<file path="src/rtl/river_pkg.sv">
// Shared encodings for the river-crossing puzzle controller and its display logic.
package river_pkg;

  typedef enum logic [1:0] {
    PLAY = 2'b00,
    WIN  = 2'b01,
    LOSE = 2'b10
  } state_e;

  localparam logic [1:0] SEL_ALONE = 2'b00;
  localparam logic [1:0] SEL_CAB   = 2'b01;
  localparam logic [1:0] SEL_GOAT  = 2'b10;
  localparam logic [1:0] SEL_WOLF  = 2'b11;

endpackage

</file>
<file path="src/rtl/river_danger.sv">
// Flags a position where the goat or cabbage is left unattended with its predator.
module river_danger (
  input  logic f,
  input  logic c,
  input  logic g,
  input  logic w,
  output logic unsafe
);

  assign unsafe = ((g == w) && (f != g)) || ((c == g) && (f != c));

endmodule

</file>
<file path="src/rtl/river_crossing_ctrl.sv">
// Game controller: one move per button press, legality and danger checks,
// move counting and WIN/LOSE tracking.
module river_crossing_ctrl
  import river_pkg::*;
#(
  parameter int unsigned MOVE_W     = 8,
  parameter int unsigned MOVE_LIMIT = 0
) (
  input  logic              clk,
  input  logic              reset,
  input  logic              move,
  input  logic [1:0]        sel,
  output logic              f,
  output logic              c,
  output logic              g,
  output logic              w,
  output logic              alarm,
  output logic              win,
  output logic              lose,
  output logic              illegal,
  output logic [MOVE_W-1:0] moves,
  output logic [1:0]        state
);

  localparam logic [MOVE_W-1:0] LimitVal = MOVE_W'(MOVE_LIMIT);

  state_e            state_q;
  logic              move_prev;
  logic              req;
  logic              pass_bank;
  logic              legal;
  logic              nf, nc, ng, nw;
  logic              n_unsafe;
  logic [MOVE_W-1:0] n_moves;

  assign req   = move & ~move_prev;
  assign state = state_q;

  always_comb begin
    pass_bank = f;
    unique case (sel)
      SEL_CAB:  pass_bank = c;
      SEL_GOAT: pass_bank = g;
      SEL_WOLF: pass_bank = w;
      default:  pass_bank = f;
    endcase
  end

  assign legal = (sel == SEL_ALONE) || (pass_bank == f);

  // Candidate position if the current request is accepted.
  assign nf = ~f;
  assign nc = (sel == SEL_CAB)  ? ~c : c;
  assign ng = (sel == SEL_GOAT) ? ~g : g;
  assign nw = (sel == SEL_WOLF) ? ~w : w;

  assign n_moves = (moves == '1) ? moves : moves + MOVE_W'(1);

  river_danger u_danger (
    .f      (nf),
    .c      (nc),
    .g      (ng),
    .w      (nw),
    .unsafe (n_unsafe)
  );

  always_ff @(posedge clk) begin
    // Tracking move through reset keeps a held button from firing on release of reset.
    move_prev <= move;
    if (reset) begin
      f       <= 1'b0;
      c       <= 1'b0;
      g       <= 1'b0;
      w       <= 1'b0;
      moves   <= '0;
      state_q <= PLAY;
      alarm   <= 1'b0;
      win     <= 1'b0;
      lose    <= 1'b0;
      illegal <= 1'b0;
    end else begin
      illegal <= 1'b0;
      if (state_q == PLAY && req) begin
        if (!legal) begin
          illegal <= 1'b1;
        end else begin
          f     <= nf;
          c     <= nc;
          g     <= ng;
          w     <= nw;
          moves <= n_moves;
          if (nf && nc && ng && nw) begin
            state_q <= WIN;
            win     <= 1'b1;
          end else if (n_unsafe) begin
            state_q <= LOSE;
            lose    <= 1'b1;
            alarm   <= 1'b1;
          end else if (MOVE_LIMIT != 0 && n_moves == LimitVal) begin
            state_q <= LOSE;
            lose    <= 1'b1;
          end
        end
      end
    end
  end

endmodule

</file>
<file path="config.mk">
export PLATFORM = sky130hd
export DESIGN_NAME = river_crossing_ctrl
export DESIGN_NICKNAME = d
export VERILOG_FILES = /design/src/rtl/river_pkg.sv /design/src/rtl/river_danger.sv /design/src/rtl/river_crossing_ctrl.sv
export SDC_FILE = /design/constraint.sdc
export NUM_CORES = 1
export LEC_CHECK = 0
export ABC_AREA = 1
export CAP_MARGIN = 20
export CORE_MARGIN = 3
export CORE_UTILIZATION = 30
export DETAILED_ROUTE_END_ITERATION = 12
export DONT_BUFFER_PORTS = 1
export HOLD_SLACK_MARGIN = 0.12
export PLACE_DENSITY = 0.52
export SLEW_MARGIN = 20
export SYNTH_ARGS = -nofsm -noshare
export SYNTH_HDL_FRONTEND = slang
export SYNTH_SLANG_ARGS = --single-unit
</file>
<file path="constraint.sdc">
create_clock -name clk -period 1.52 [get_ports clk]
set_clock_uncertainty 0.2 [all_clocks]
set_input_delay 0.304 -clock clk [delete_from_list [all_inputs] [get_ports clk]]
set_output_delay 0.304 -clock clk [all_outputs]
set_load 0.005 [all_outputs]
</file>
==> results_dict.tcl <==
set metrics [dict create \
    status "finished with violations" \
    violations "negative hold slack, negative setup slack" \
    clk_pin_slew_ps 110 \
    avgSynthCellArea_um2 7.20 \
    die_y_um 64.4 \
    syn-num-nets 152 \
    min_from "reset" \
    r2r-end "moves[1]$_SDFFE_PP0P_" \
    fmax_mhz 629 \
    fin_crit_ps 1590 \
    hold_end "w$_SDFFE_PP0P_" \
    grt_use_total_pct 12.6 \
    cts_max_level 1 \
    worst_setup_path_end_kind "register" \
    tightest_slew_ps 342 \
    crit_fanout 6 \
    synth_seq_cells 18 \
    final_util_pct 47.0 \
    drv_slew 0 \
    insertion_delay_ps 300 \
    arrival_ps 1590 \
    timing.final.crit_share_pct 105 \
    clock-sinks 18 \
    wire_per_inst_um 12.4 \
    numCtsBuffers 3 \
    hpwlAfterDp_mm 1.75 \
    placed_area_um2 1250 \
    reg2regPathDepth 8 \
    postCtsHoldBufs 2 \
    vias 1022 \
    core_um2 3150 \
    die_area_um2 4140 \
    synthTopCellsByArea "dfxtp_1 35%, nand2_1 14%, a21oi_1 6.4%" \
    ir_worst_vdd_mv 0.416 \
    cts_tree "done" \
    grt_pass1_vias 952 \
    fin_nets 180 \
    cts.path.max_buffers 2 \
    place_ws_ps -118 \
    seq_area_frac_synth_pct 35.3 \
    viasPerCell 4.80 \
    whs_ps -157 \
    dr.first_iter.drc_count 17 \
    start_util_pct 32.4 \
    grt-ovfl-total 0 \
    setup_viol 13 \
    setup_ws_ps -70.5 \
    wl_mm 2.65 \
    syn_inst 142 \
    worst_slew_margin_rel_pct 77.2 \
    drc 0 \
    startpoint_type "register" \
    drive_above_1_share_pct 40.2 \
    reg2reg_from "c$_SDFFE_PP0P_" \
    r2r_slack_ps -70 \
    place.gp.congestion 0.801 \
    finalSetupTns_ps -483 \
    crit_type "register to register" \
    holdPathStages 1 \
    io_pins 23 \
    rsz0062_at_grt "yes" \
    required_ps 1520 \
    p_per_area_nw_per_um2 708 \
    leakage_nw 0.609 \
    antenna_found_initial 0 \
    root_buffer "clkbuf_4" \
    rows 20 \
    hold_class "primary input to register" \
    synthToLayoutAreaGrowth_pct 45.0 \
    antennaDiodeCount 0 \
    synth_top_cell_by_area "dfxtp_1" \
    yosysUniqueCellTypes 22 \
    io_buffers 0 \
    ys_warn_count 0 \
    die_x_um 64.4 \
    stdcell_area_um2 1480 \
    grt_max_degree 18 \
    finalHoldViolCount 15 \
    syn_area_um2 1020 \
    final_antenna_net_count 0 \
    grt_pass1_wl_mm 4.17 \
    drt_pass1_iterations 4 \
    synth_top_area_share_pct 35.3 \
    max_cap_violations 0 \
]
-- cells in the final DEF (no fill, tap or decap), types with 2 or more instances in the layout --
cell,n
nor2_4,3
xor2_1,2
nand2_1,31
dfxtp_2,4
inv_2,3
nand2_2,8
nand4_1,10
dlygate4sd3_1,2
dfxtp_1,14
nand3_1,5
inv_1,15
o21ai_1,2
nand3_2,2
nand3_4,4
nor2_1,8
a21oi_2,7
o21ai_0,3
a21oi_1,7
buf_4,21
ha_4,3
clkbuf_4,3
buf_12,2
-- state kept, by name, indices dropped and copies added (netlist names) --
signal     flops
moves          8
c              1
illegal        1
move_prev      1
win            1
w              1
g              1
f              1
state          2
lose           1
-- cell usage after synthesis, drive strengths merged --
library cell / n
nand2: 40
inv: 19
dfxtp: 18
a21oi: 14
nor2: 12
nand4: 11
nand3: 9
ha: 5
o21ai: 5
buf: 3
clkbuf: 2
xor2: 2
nand3b: 1
nor3: 1
-- repair_timing --
action / in CTS / in global routing
endpoints found under the setup margin: 16 / 17
endpoints found under the hold margin: 18 / 15
buffers inserted: 1 / 4
cloned: 2 / 1
resized for setup: 7 / 21
pin swaps: 13 / 9
-- per-layer routing --
| metal | GRT usage (%) | share of wire [%] |
|---|---|---|
| met1 | 15.1 | 45 |
| met2 | 20.7 | 48 |
| met3 | 5.27 | 6.7 |
| met4 | 3.17 | 0.57 |
| met5 | 0 | 0 |
-- cells by family (layout without fill, tap and decap cells) --
| group | after synthesis | count (layout) | synth area share [%] |
|---|---|---|---|
| and+or+nand+nor | 74 | 77 | 37.0 |
| buffers and inverters | 24 | 48 | 10.3 |
| AOI/OAI and AO/OA | 19 | 19 | 9.67 |
| DFF | 18 | 18 | 35.3 |
| adders and majority gates | 5 | 5 | 6.12 |
| xor gates and xnor gates | 2 | 2 | 1.71 |
-- where the power goes --
| group | total (mW) | internal (mW) | switching [mW] | leakage (nW) |
|---|---|---|---|---|
| combinational | 0.241 | 0.115 | 0.125 | 0.440 |
| sequential | 0.507 | 0.491 | 0.0158 | 0.148 |
| clock | 0.303 | 0.146 | 0.157 | 0.0210 |
-- worst max path at each step --
stage	startpoint	cells past startpoint	endpoint
final	c$_SDFFE_PP0P_	8	moves[1]$_SDFFE_PP0P_
after global routing	c$_SDFFE_PP0P_	8	moves[1]$_SDFFE_PP0P_
after CTS	g$_SDFFE_PP0P_	8	moves[6]$_SDFFE_PP0P_
after detailed placement	sel[1]	10	f$_SDFFE_PP0P_
after global placement	sel[1]	10	f$_SDFFE_PP0P_
after floorplan	sel[1]	9	lose$_SDFFE_PP0P_
-- stage by stage --
step           std cells  power, mW
4_1_cts              208       1.03
3_5_place_dp         199      0.705
5_1_grt              213       1.11
3_3_place_gp         199      0.701
2_1_floorplan        142      0.651
6_report             213       1.05
-- worst max-delay path, cell delays in order (launching register included) --
cell	delay (ps)
dfxtp_2	350
ha_4	160
nor2_4	130
nand2_1	80
nand2_2	90
nand3_4	160
buf_4	190
nand4_1	80
a21oi_2	60
-- layout make-up --
type,count,area [um^2]
tap,44,55.1
multi-input combinational,103,724
inverter,19,83.8
timing repair buffer,25,218
fill,325,1670
sequential,18,365
clock buffer,4,36.3
Power figures use the tool's default switching activity.
